===== src/rtl/sccb_cfg_seq_pkg.sv =====
// Shared types and constants for the SCCB configuration sequencer.
// Holds the sequencer state enum, bus phase enum and table marker values.
package sccb_cfg_pkg;

    typedef enum logic [3:0] {
        S_IDLE, S_FETCH, S_DECODE, S_START, S_XFER,
        S_STOP, S_GAP, S_DELAY, S_DONE, S_ERROR
    } seq_state_t;

    typedef enum logic [2:0] {
        PH_IDLE, PH_START, PH_XFER, PH_STOP, PH_GAP
    } phase_t;

    localparam logic [15:0] END_MARK  = 16'hFFFF;
    localparam logic [7:0]  DELAY_TAG = 8'hFF;
    localparam logic [1:0]  QTR_LAST  = 2'd3;
    localparam int          XFER_BITS = 27;
    localparam logic [4:0]  LAST_BIT  = 5'(XFER_BITS - 1);
    localparam logic [26:0] ACK_MASK  = {8'h00, 1'b1, 8'h00, 1'b1, 8'h00, 1'b1};

    // Ack slots carry a 1 so the master releases SDA there.
    function automatic logic [26:0] build_frame(input logic [7:0] addr,
                                                input logic [7:0] rg,
                                                input logic [7:0] val);
        return {addr, 1'b1, rg, 1'b1, val, 1'b1};
    endfunction

endpackage


===== src/rtl/sccb_cfg_seq_bit_engine.sv =====
// SCCB bit engine: quarter-bit divider, START/27-bit/STOP/GAP waveform, ACK sampling.
// One go pulse runs a full write; done pulses on the last GAP tick with nack valid.
module sccb_bit_engine
    import sccb_cfg_pkg::*;
#(
    parameter int unsigned CLK_FREQ = 25_000_000,
    parameter int unsigned I2C_FREQ = 100_000
) (
    input  logic       iCLK,
    input  logic       iRST_N,
    input  logic       go_i,
    input  logic [7:0] addr_i,
    input  logic [7:0] reg_i,
    input  logic [7:0] val_i,
    input  logic       sda_i,
    output logic       scl_o,
    output logic       sda_oe_o,
    output phase_t     phase_o,
    output logic       done_o,
    output logic       nack_o
);

    localparam int unsigned Q_RAW    = CLK_FREQ / (4 * I2C_FREQ);
    localparam int unsigned Q        = (Q_RAW < 1) ? 1 : Q_RAW;
    localparam logic [31:0] DIV_LOAD = 32'(Q - 1);

    phase_t      phase_q, phase_d;
    logic [31:0] div_q, div_d;
    logic [1:0]  qtr_q, qtr_d;
    logic [4:0]  bit_q, bit_d;
    logic [26:0] sh_q, sh_d;
    logic [26:0] mask_q, mask_d;
    logic        nack_q, nack_d;
    logic        scl_q, scl_d;
    logic        oe_q, oe_d;
    logic [1:0]  sda_sync_q;
    logic        tick;
    logic        accept;

    assign tick     = (phase_q != PH_IDLE) && (div_q == 32'd0);
    assign done_o   = (phase_q == PH_GAP) && tick && (qtr_q == QTR_LAST);
    assign accept   = go_i && ((phase_q == PH_IDLE) || done_o);
    assign scl_o    = scl_q;
    assign sda_oe_o = oe_q;
    assign phase_o  = phase_q;
    assign nack_o   = nack_q;

    always_comb begin
        phase_d = phase_q;
        qtr_d   = qtr_q;
        bit_d   = bit_q;
        sh_d    = sh_q;
        mask_d  = mask_q;
        nack_d  = nack_q;
        scl_d   = scl_q;
        oe_d    = oe_q;
        if (phase_q == PH_IDLE || div_q == 32'd0) div_d = DIV_LOAD;
        else                                      div_d = div_q - 32'd1;

        if (tick) begin
            qtr_d = qtr_q + 2'd1;
            case (phase_q)
                PH_START: begin
                    if (qtr_q == 2'd1) oe_d = 1'b1;
                    if (qtr_q == QTR_LAST) begin
                        scl_d   = 1'b0;
                        phase_d = PH_XFER;
                    end
                end
                PH_XFER: begin
                    case (qtr_q)
                        2'd0: begin
                            oe_d  = ~sh_q[26];
                            scl_d = 1'b0;
                        end
                        2'd1: scl_d = 1'b1;
                        2'd2: if (mask_q[26] && sda_sync_q[1]) nack_d = 1'b1;
                        default: begin
                            scl_d  = 1'b0;
                            sh_d   = {sh_q[25:0], 1'b0};
                            mask_d = {mask_q[25:0], 1'b0};
                            if (bit_q == LAST_BIT) phase_d = PH_STOP;
                            else                   bit_d   = bit_q + 5'd1;
                        end
                    endcase
                end
                PH_STOP: begin
                    case (qtr_q)
                        2'd0: begin
                            oe_d  = 1'b1;
                            scl_d = 1'b0;
                        end
                        2'd1: scl_d = 1'b1;
                        2'd2: oe_d = 1'b0;
                        default: phase_d = PH_GAP;
                    endcase
                end
                PH_GAP: if (qtr_q == QTR_LAST) phase_d = PH_IDLE;
                default: phase_d = PH_IDLE;
            endcase
        end

        // A go arriving on the final GAP tick chains straight into the next START.
        if (accept) begin
            phase_d = PH_START;
            div_d   = DIV_LOAD;
            qtr_d   = 2'd0;
            bit_d   = 5'd0;
            sh_d    = build_frame(addr_i, reg_i, val_i);
            mask_d  = ACK_MASK;
            nack_d  = 1'b0;
        end
    end

    always_ff @(posedge iCLK or negedge iRST_N) begin
        if (!iRST_N) begin
            phase_q    <= PH_IDLE;
            div_q      <= DIV_LOAD;
            qtr_q      <= 2'd0;
            bit_q      <= 5'd0;
            sh_q       <= '0;
            mask_q     <= '0;
            nack_q     <= 1'b0;
            scl_q      <= 1'b1;
            oe_q       <= 1'b0;
            sda_sync_q <= 2'b11;
        end else begin
            phase_q    <= phase_d;
            div_q      <= div_d;
            qtr_q      <= qtr_d;
            bit_q      <= bit_d;
            sh_q       <= sh_d;
            mask_q     <= mask_d;
            nack_q     <= nack_d;
            scl_q      <= scl_d;
            oe_q       <= oe_d;
            sda_sync_q <= {sda_sync_q[0], sda_i};
        end
    end

endmodule


===== src/rtl/sccb_cfg_seq.sv =====
// SCCB register-table sequencer: walks the init table, handles delays, end mark and NACK.
// Optional per-entry NACK retry is enabled by defining SCCB_CFG_RETRY_EN.
//
// state   | meaning
// IDLE    | after reset, waiting for auto start or iStart
// FETCH   | table address driven, data latched on second cycle
// DECODE  | classify entry: end mark, delay, or register write
// START   | bit engine generating START condition
// XFER    | bit engine shifting the 27-bit frame
// STOP    | bit engine generating STOP condition
// GAP     | inter-transaction idle; result evaluated at its end
// DELAY   | millisecond wait requested by the table
// DONE    | table finished, waiting for iStart
// ERROR   | NACK abort, waiting for iStart
module sccb_cfg_seq
    import sccb_cfg_pkg::*;
#(
    parameter int unsigned CLK_FREQ   = 25_000_000,
    parameter int unsigned I2C_FREQ   = 100_000,
    parameter logic [7:0]  SLAVE_ADDR = 8'h42,
    parameter int unsigned LUT_SIZE   = 164,
    parameter int unsigned AUTO_START = 1,
    parameter int unsigned MAX_RETRY  = 3
) (
    input  logic        iCLK,
    input  logic        iRST_N,
    input  logic        iStart,
    output logic [15:0] oLUT_ADDR,
    input  logic [15:0] iLUT_DATA,
    output logic        oSCL,
    output logic        oSDA_OE,
    input  logic        iSDA,
    output logic        oBusy,
    output logic        oDone,
    output logic        oError,
    output logic [15:0] oErrIndex
);

`ifdef SCCB_CFG_RETRY_EN
    localparam bit RETRY_ON = 1'b1;
`else
    localparam bit RETRY_ON = 1'b0;
`endif

    localparam logic [7:0]  RETRY_LIM = RETRY_ON ? 8'(MAX_RETRY) : 8'd0;
    localparam logic [31:0] DLY_UNIT  = 32'(CLK_FREQ / 1000);
    localparam logic [15:0] LAST_IDX  = 16'(LUT_SIZE - 1);

    seq_state_t  state_q, state_d;
    logic [15:0] idx_q, idx_d;
    logic [15:0] data_q, data_d;
    logic [31:0] dly_q, dly_d;
    logic [7:0]  retry_q, retry_d;
    logic        done_q, done_d;
    logic        err_q, err_d;
    logic [15:0] eidx_q, eidx_d;
    logic        auto_q, auto_d;
    logic        fwait_q, fwait_d;
    logic        go;
    logic        advance;
    phase_t      eng_phase;
    logic        eng_done;
    logic        eng_nack;

    sccb_bit_engine #(
        .CLK_FREQ (CLK_FREQ),
        .I2C_FREQ (I2C_FREQ)
    ) u_engine (
        .iCLK     (iCLK),
        .iRST_N   (iRST_N),
        .go_i     (go),
        .addr_i   (SLAVE_ADDR),
        .reg_i    (data_q[15:8]),
        .val_i    (data_q[7:0]),
        .sda_i    (iSDA),
        .scl_o    (oSCL),
        .sda_oe_o (oSDA_OE),
        .phase_o  (eng_phase),
        .done_o   (eng_done),
        .nack_o   (eng_nack)
    );

    always_comb begin
        state_d = state_q;
        idx_d   = idx_q;
        data_d  = data_q;
        dly_d   = dly_q;
        retry_d = retry_q;
        done_d  = done_q;
        err_d   = err_q;
        eidx_d  = eidx_q;
        auto_d  = auto_q;
        fwait_d = fwait_q;
        go      = 1'b0;
        advance = 1'b0;

        case (state_q)
            S_IDLE, S_DONE, S_ERROR: begin
                if (iStart || auto_q) begin
                    state_d = S_FETCH;
                    idx_d   = 16'd0;
                    done_d  = 1'b0;
                    err_d   = 1'b0;
                    auto_d  = 1'b0;
                    fwait_d = 1'b0;
                    retry_d = 8'd0;
                end
            end
            S_FETCH: begin
                if (!fwait_q) begin
                    fwait_d = 1'b1;
                end else begin
                    fwait_d = 1'b0;
                    data_d  = iLUT_DATA;
                    state_d = S_DECODE;
                end
            end
            S_DECODE: begin
                if (data_q == END_MARK) begin
                    state_d = S_DONE;
                    done_d  = 1'b1;
                end else if (data_q[15:8] == DELAY_TAG) begin
                    dly_d   = 32'(data_q[7:0]) * DLY_UNIT;
                    state_d = S_DELAY;
                end else begin
                    go      = 1'b1;
                    state_d = S_START;
                end
            end
            S_START: if (eng_phase == PH_XFER) state_d = S_XFER;
            S_XFER:  if (eng_phase == PH_STOP) state_d = S_STOP;
            S_STOP:  if (eng_phase == PH_GAP)  state_d = S_GAP;
            S_GAP: begin
                if (eng_done) begin
                    if (!eng_nack) begin
                        advance = 1'b1;
                    end else if (retry_q < RETRY_LIM) begin
                        retry_d = retry_q + 8'd1;
                        go      = 1'b1;
                        state_d = S_START;
                    end else begin
                        state_d = S_ERROR;
                        err_d   = 1'b1;
                        eidx_d  = idx_q;
                    end
                end
            end
            S_DELAY: begin
                // Zero-length delays still spend one cycle here.
                if (dly_q <= 32'd1) advance = 1'b1;
                else                dly_d   = dly_q - 32'd1;
            end
            default: state_d = S_IDLE;
        endcase

        if (advance) begin
            if (idx_q == LAST_IDX) begin
                state_d = S_DONE;
                done_d  = 1'b1;
            end else begin
                idx_d   = idx_q + 16'd1;
                state_d = S_FETCH;
                retry_d = 8'd0;
            end
        end
    end

    always_ff @(posedge iCLK or negedge iRST_N) begin
        if (!iRST_N) begin
            state_q <= S_IDLE;
            idx_q   <= 16'd0;
            data_q  <= 16'd0;
            dly_q   <= 32'd0;
            retry_q <= 8'd0;
            done_q  <= 1'b0;
            err_q   <= 1'b0;
            eidx_q  <= 16'd0;
            auto_q  <= (AUTO_START != 0);
            fwait_q <= 1'b0;
        end else begin
            state_q <= state_d;
            idx_q   <= idx_d;
            data_q  <= data_d;
            dly_q   <= dly_d;
            retry_q <= retry_d;
            done_q  <= done_d;
            err_q   <= err_d;
            eidx_q  <= eidx_d;
            auto_q  <= auto_d;
            fwait_q <= fwait_d;
        end
    end

    assign oLUT_ADDR = idx_q;
    assign oBusy     = !(state_q inside {S_IDLE, S_DONE, S_ERROR});
    assign oDone     = done_q;
    assign oError    = err_q;
    assign oErrIndex = eidx_q;

endmodule

===== config.mk =====
export PLATFORM = sky130hd
export DESIGN_NAME = sccb_cfg_seq
export DESIGN_NICKNAME = d
export VERILOG_FILES = /design/src/rtl/sccb_cfg_seq_pkg.sv /design/src/rtl/sccb_cfg_seq_bit_engine.sv /design/src/rtl/sccb_cfg_seq.sv
export SDC_FILE = /design/constraint.sdc
export NUM_CORES = 1
export LEC_CHECK = 0
export BUFFER_PORTS_ARGS = -buffer_cell sky130_fd_sc_hd__buf_2
export CAP_MARGIN = 20
export CELL_PAD_IN_SITES_DETAIL_PLACEMENT = 0
export CELL_PAD_IN_SITES_GLOBAL_PLACEMENT = 1
export CORE_ASPECT_RATIO = 1.75
export CORE_MARGIN = 1.5
export CORE_UTILIZATION = 48
export CTS_CLUSTER_DIAMETER = 150
export CTS_CLUSTER_SIZE = 25
export DETAILED_ROUTE_END_ITERATION = 16
export PLACE_DENSITY = 0.76
export SYNTH_ARGS = -nofsm -noshare
export SYNTH_HDL_FRONTEND = slang
export SYNTH_SLANG_ARGS = --single-unit

===== constraint.sdc =====
create_clock -name iCLK -period 4.4 [get_ports iCLK]
set_clock_uncertainty 0.15 [all_clocks]
set_input_delay 0.66 -clock iCLK [delete_from_list [all_inputs] [get_ports iCLK]]
set_output_delay 0.66 -clock iCLK [all_outputs]
set_load 0.05 [all_outputs]

==> impl_metrics.yaml, run 1 <==
floorplanning:
  die_area_sq_um: 22600
  row_count: 71
  fp.coreArea_sq_um: 21400
  dieHeight_um: 198
  initial_core_util_pct: 48.6
  num_io_pins: 57
  die_w_um: 114
sta:
  hold_violations: 0
  tightest_slew_ns: 0.927
  finalCritPeriodShare_pct: 94.1
  rsz0062_at_grt: "false"
  slew-limit-headroom_pct: 38.2
  fmax_ghz: 0.242
  maxSlewViolCount: 0
  setup_viol: 0
  period_minus_slack_ns: 4.14
  fin_tns_setup_ns: 0
run_status:
  status: "finished, final reports clean"
logic_synthesis:
  synth-seq-cells: 188
  synth.avg_cell_area_sq_um: 9.61
  synth_mux_area_share_pct: 4.26
  synth_xor_area_share_pct: 4.38
  netlist_area_sq_um: 10400
  yosysWarnings: 0
  netlist.area_leader.share_pct: 43.1
  synth.distinct_cells: 71
  synthArstFlopShare_pct: 100
  synth_edf_count: 0
  synth_compound_area_share_pct: 12.1
  ys.flop_type: "dfrtp_1"
  synth_top_family_by_area: "simple AND/OR/NAND/NOR gates"
  synthCells: 1083
  seq_area_frac_synth_pct: 45.3
  synth-simple-area-share_pct: 20.9
  synth-adder-area-share_pct: 9.89
  yosys-top-cells-area: "dfrtp_1, ha_1, nor2_1"
  syn_nets: 1178
  synth_top_area_cell: "dfrtp_1"
clock_tree:
  clock_latency_ns: 0.44
  cts-buffers-inserted: 17
  cts_tree: "built"
  clk_pin_slew_ns: 0.07
  clk_path_buf_depth: 2
  cts_resized: 0
  cts_hold_buf: 0
  postCtsSetupBuffers: 0
  clock_sinks: 188
  cts_root_buf: "clkbuf_16"
  htree_num_levels: 4
route:
  viasPerCell: 5.54
  routed_wl_um: 23800
  routed-via-count: 7949
  top_layer: "met4"
  ant_nets: 0
  wl_per_cell_um: 16.6
  dr_wl_met3_um: 475
  remaining_drc_errors: 0
  wl_met2_um: 13400
  drt-initial-drc-count: 469
  first_pass_iters: 6
  drt-met1-wl_um: 9200
layout:
  finalCoreUtilization_pct: 54.5
  nets: 1226
  syn_to_final_growth_pct: 12.1
  drive_gt1_share_pct: 15.5
  fill_cells: 2019
  diodes: 0
job:
  maxCapViolCount: 0
setup_path:
  endpoint_kind: "flip-flop"
  r2r-start: "data_q[4]"
  critPathKind: "reg2reg"
  crit_fanout: 6
  arrival_ns: 4.30
  crit_path_start: "data_q[4]"
  critPathLaunchType: "flip-flop"
  cp.required_ns: 4.56
min_path:
  hp-class: "in2async"
global_routing:
  grt_max_degree: 111
  grt_pass1_wl_um: 39700
  grt.overflow.total: 0
  grt_pass1_vias: 7888
  antenna_found_initial: 0
  grtUsageTotal_pct: 22.3
placement:
  dp_hpwl_um: 17200
  gp_congestion: 0.821
  portBuffers: 56
## cell usage in the layout, fill, tap and decap left out, types with 16 or more instances in the layout
master	count
xor2_1	28
buf_4	19
buf_2	55
nand2_1	115
nor2_1	134
nor4_1	16
nand3_1	58
nor3_1	30
ha_1	62
dfrtp_1	178
clkbuf_16	17
inv_1	32
xnor2_1	24
o21ai_0	59
a21oi_1	63
mux2_2	33
o22ai_1	17
## cell families after synthesis
family / count (synthesis)
XOR/XNOR: 52
flip-flops: 188
buffers and inverters: 78
AND/OR/NAND/NOR: 447
multiplexers: 40
AO/OA/AOI/OAI: 203
adder cells (fa/ha/maj): 75
## synth_stat cells (13+ instances only)
cell type and instances:
dfrtp_1 179, nand2_1 115, nor4_1 16, or3_1 13
nor2_1 134, ha_1 63, inv_1 32, nor3_1 30
o21ai_0 60, nand3_1 58, xnor2_1 24, clkbuf_1 31
mux2_2 33, xor2_1 28, a21oi_1 63, o22ai_1 17
## critical path, stage by stage (launching register included)
cell and delay, ns:
dfrtp_2 0.45, ha_1 0.31, ha_1 0.29, inv_1 0.05, fa_1 0.50, inv_1 0.06
fa_1 0.59, ha_4 0.23, nand2b_1 0.11, a21o_1 0.19, a21oi_1 0.12, a221o_1 0.35
a31o_2 0.23, a21oi_1 0.16, xor2_1 0.15, o21ai_0 0.08
## stage by stage
stage / instance area, sq um / cells / setup WS (ns) / hold slack (ns)
finish: 11700 / 1436 / 0.262 / 0.162
global route: 11700 / 1436 / 0.0220 / 0.159
CTS: 11600 / 1436 / 0.190 / 0.153
detailed placement: 11000 / 1404 / 0.209 / 0.199
global placement: 11000 / 1404 / 0.234 / 0.198
floorplan: 10400 / 1083 / 0.401 / 0.195
## cell type report
cell class	count	area [sq um]	area share, %
Multi-Input combinational cell	817	5370	46.1
Sequential cell	188	4720	40.5
Clock buffer	18	439	3.77
Timing Repair Buffer	75	432	3.70
Tap cell	292	365	3.13
Clock inverter	14	215	1.85
Inverter	32	120	1.03
## registers in the layout, summed over array words and instances, names as in the netlist
signal               flops
auto_q                   1
u_engine.sh_q           26
u_engine.scl_o           1
u_engine.sda_sync_q      2
u_engine.bit_q           5
u_engine.phase_o         3
oLUT_ADDR               16
data_q                  16
u_engine.nack_o          1
oErrIndex               16
state_q                  4
oDone                    1
u_engine.sda_oe_o        1
u_engine.div_q          32
u_engine.mask_q         27
dly_q                   32
oError                   1
u_engine.qtr_q           2
fwait_q                  1
## final timing paths
path / end / slack, ns / depth (start not counted)
worst max-delay path: dly_q[21] / 0.26 / 15
worst min-delay path: oErrIndex[10] / 0.16 / 1
worst max register to register: dly_q[21] / 0.26 / 15
worst min register to register: u_engine.sda_sync_q[1] / 0.22 / 0
max in group asynchronous: u_engine.div_q[4] / 2.94 / 2
min in group iCLK: u_engine.sda_sync_q[0] / 0.17 / 1
## metal layers
| metal | global-route usage [%] | up-vias |
|---|---|---|
| met5 | 0 | - |
| met3 | 3.34 | 40 |
| met2 | 41.5 | 111 |
| met1 | 25.2 | 3876 |
| li1 | - | 3922 |
| met4 | 9.03 | 0 |
Power of run 1 is left out: the tool's default activity adds up to more than one toggle a clock period on the data nets, which glitch-free logic cannot reach.
==> inputs of run 2 (changes only) <==
--- a/config.mk
+++ b/config.mk
@@ -15,7 +15,7 @@
 export CTS_CLUSTER_DIAMETER = 150
 export CTS_CLUSTER_SIZE = 25
 export DETAILED_ROUTE_END_ITERATION = 16
-export PLACE_DENSITY = 0.76
+export PLACE_DENSITY = 0.84
 export SYNTH_ARGS = -nofsm -noshare
 export SYNTH_HDL_FRONTEND = slang
 export SYNTH_SLANG_ARGS = --single-unit
==> impl_metrics.yaml, run 2 (synthesis results as in run 1) <==
route:
  drt-initial-drc-count: 424
  viasPerCell: 5.54
  remaining_drc_errors: 0
  ant_nets: 0
  routed-via-count: 7929
  routed_wl_um: 23500
  first_pass_iters: 5
  wl_per_cell_um: 16.4
clock_tree:
  cts_hold_buf: 0
  cts_root_buf: "clkbuf_16"
  postCtsSetupBuffers: 0
  clock_latency_ns: 0.44
  clk_pin_slew_ns: 0.07
  cts-buffers-inserted: 17
  clock_sinks: 188
  htree_num_levels: 4
  clk_path_buf_depth: 2
  cts_tree: "built"
  cts_resized: 0
sta:
  fin_tns_setup_ns: 0
  period_minus_slack_ns: 4.17
  setup_viol: 0
  finalCritPeriodShare_pct: 94.8
  maxSlewViolCount: 0
  tightest_slew_ns: 0.917
  slew-limit-headroom_pct: 38.9
  hold_violations: 0
  rsz0062_at_grt: "false"
  fmax_ghz: 0.240
layout:
  fill_cells: 1963
  final_common_cell: "dfrtp_1"
  stdcell_count: 1431
  drive_gt1_share_pct: 14.9
  final_cell_mix: "dfrtp_1, nor2_1, nand2_1"
  top_regs: "dly_q (32), u_engine.div_q (32), u_engine.mask_q (27)"
  diodes: 0
  syn_to_final_growth_pct: 11.1
  nets: 1222
setup_path:
  crit_fanout: 6
  arrival_ns: 4.34
  r2r_cells: 13
  critPathKind: "reg2reg"
  endpoint_kind: "flip-flop"
  critPathLaunchType: "flip-flop"
  cp_slowest_cell: "fa_1"
  cpMostUsedCell: "ha_1"
  path_cells: "ha_1, fa_1, fa_1, ha_1, ha_1, or3_1, o21ai_0, a21oi_1, a221o_1, a31o_2, a21oi_1, xor2_1, o21ai_0"
  cp.required_ns: 4.57
  slowest_delay_ns: 0.51
global_routing:
  grtUsageTotal_pct: 22.2
  grt_pass1_vias: 7890
  grt_max_degree: 116
  grt.overflow.total: 0
  antenna_found_initial: 0
  grt_pass1_wl_um: 39600
min_path:
  hp-class: "in2reg"
  holdPathStages: 1
job:
  maxCapViolCount: 0
floorplanning:
  fp.coreArea_sq_um: 21400
  num_io_pins: 57
  die_area_sq_um: 22600
  row_count: 71
  dieHeight_um: 198
  die_w_um: 114
  initial_core_util_pct: 48.6
run_status:
  status: "finished, final reports clean"
placement:
  dp_hpwl_um: 16800
  gp_congestion: 0.899
  portBuffers: 56
  placed_cells: 1400
-- run 2: cell count changes in the layout (fill, tap and decap cells not counted), moves of 2 or more --
cell / previous run / this run
dfrtp_1: 178 / 176
buf_4: 19 / 14
inv_6: 3 / 0
clkinv_2: 3 / 0
bufinv_16: 5 / 2
clkinvlp_4: 2 / 5
clkbuf_1: 0 / 3
dfrtp_2: 1 / 3
-- run 2: layout make-up --
class                   count  area [sq um]  area share [%]
inverters                  32           120            1.04
well taps                 292           365            3.16
flip-flops and latches    188          4720            40.8
clock buffers              22           464            4.02
multi-input cells         817          5360            46.4
repair buffers             71           414            3.58
clock inverters             9           115           0.996
-- run 2: worst paths after layout --
check	to	startpoint	slack, ns
worst min-delay path	u_engine.sda_sync_q[0]	iSDA	0.17
min in group asynchronous	oErrIndex[14]	iRST_N	0.20
max in group asynchronous	data_q[6]	iRST_N	2.98
worst max-delay path	dly_q[21]	data_q[3]	0.23
worst max register to register	dly_q[21]	data_q[3]	0.23
worst min register to register	u_engine.sda_sync_q[1]	u_engine.sda_sync_q[0]	0.21
-- run 2: metrics by stage --
step / util [%] / setup WS (ns) / instance area [sq um] / hold WS [ns]
after detailed placement: 51.2 / 0.212 / 11000 / 0.198
final: 54.0 / 0.228 / 11600 / 0.166
after floorplan: - / 0.401 / 10400 / 0.195
after global placement: 51.2 / 0.245 / 11000 / 0.200
after global routing: 54.0 / 0.00420 / 11600 / 0.154
after CTS: 54.0 / 0.195 / 11600 / 0.153
-- run 2: critical path: cells and delay by family, from the launching register on --
family,cells,cell delay [ns]
simple gates,1,0.36
fa+ha+maj,5,1.95
xor+xnor,1,0.14
compound gates,6,0.98
flops,1,0.46
-- run 2: metal layers --
| layer | track usage [%] | wire length [um] |
|---|---|---|
| met1 | 24.8 | 9230 |
| met4 | 9.72 | 836 |
| met2 | 41.1 | 13000 |
| met5 | 0 | 0 |
| met3 | 3.40 | 480 |
Power of run 2 is left out for the same reason.
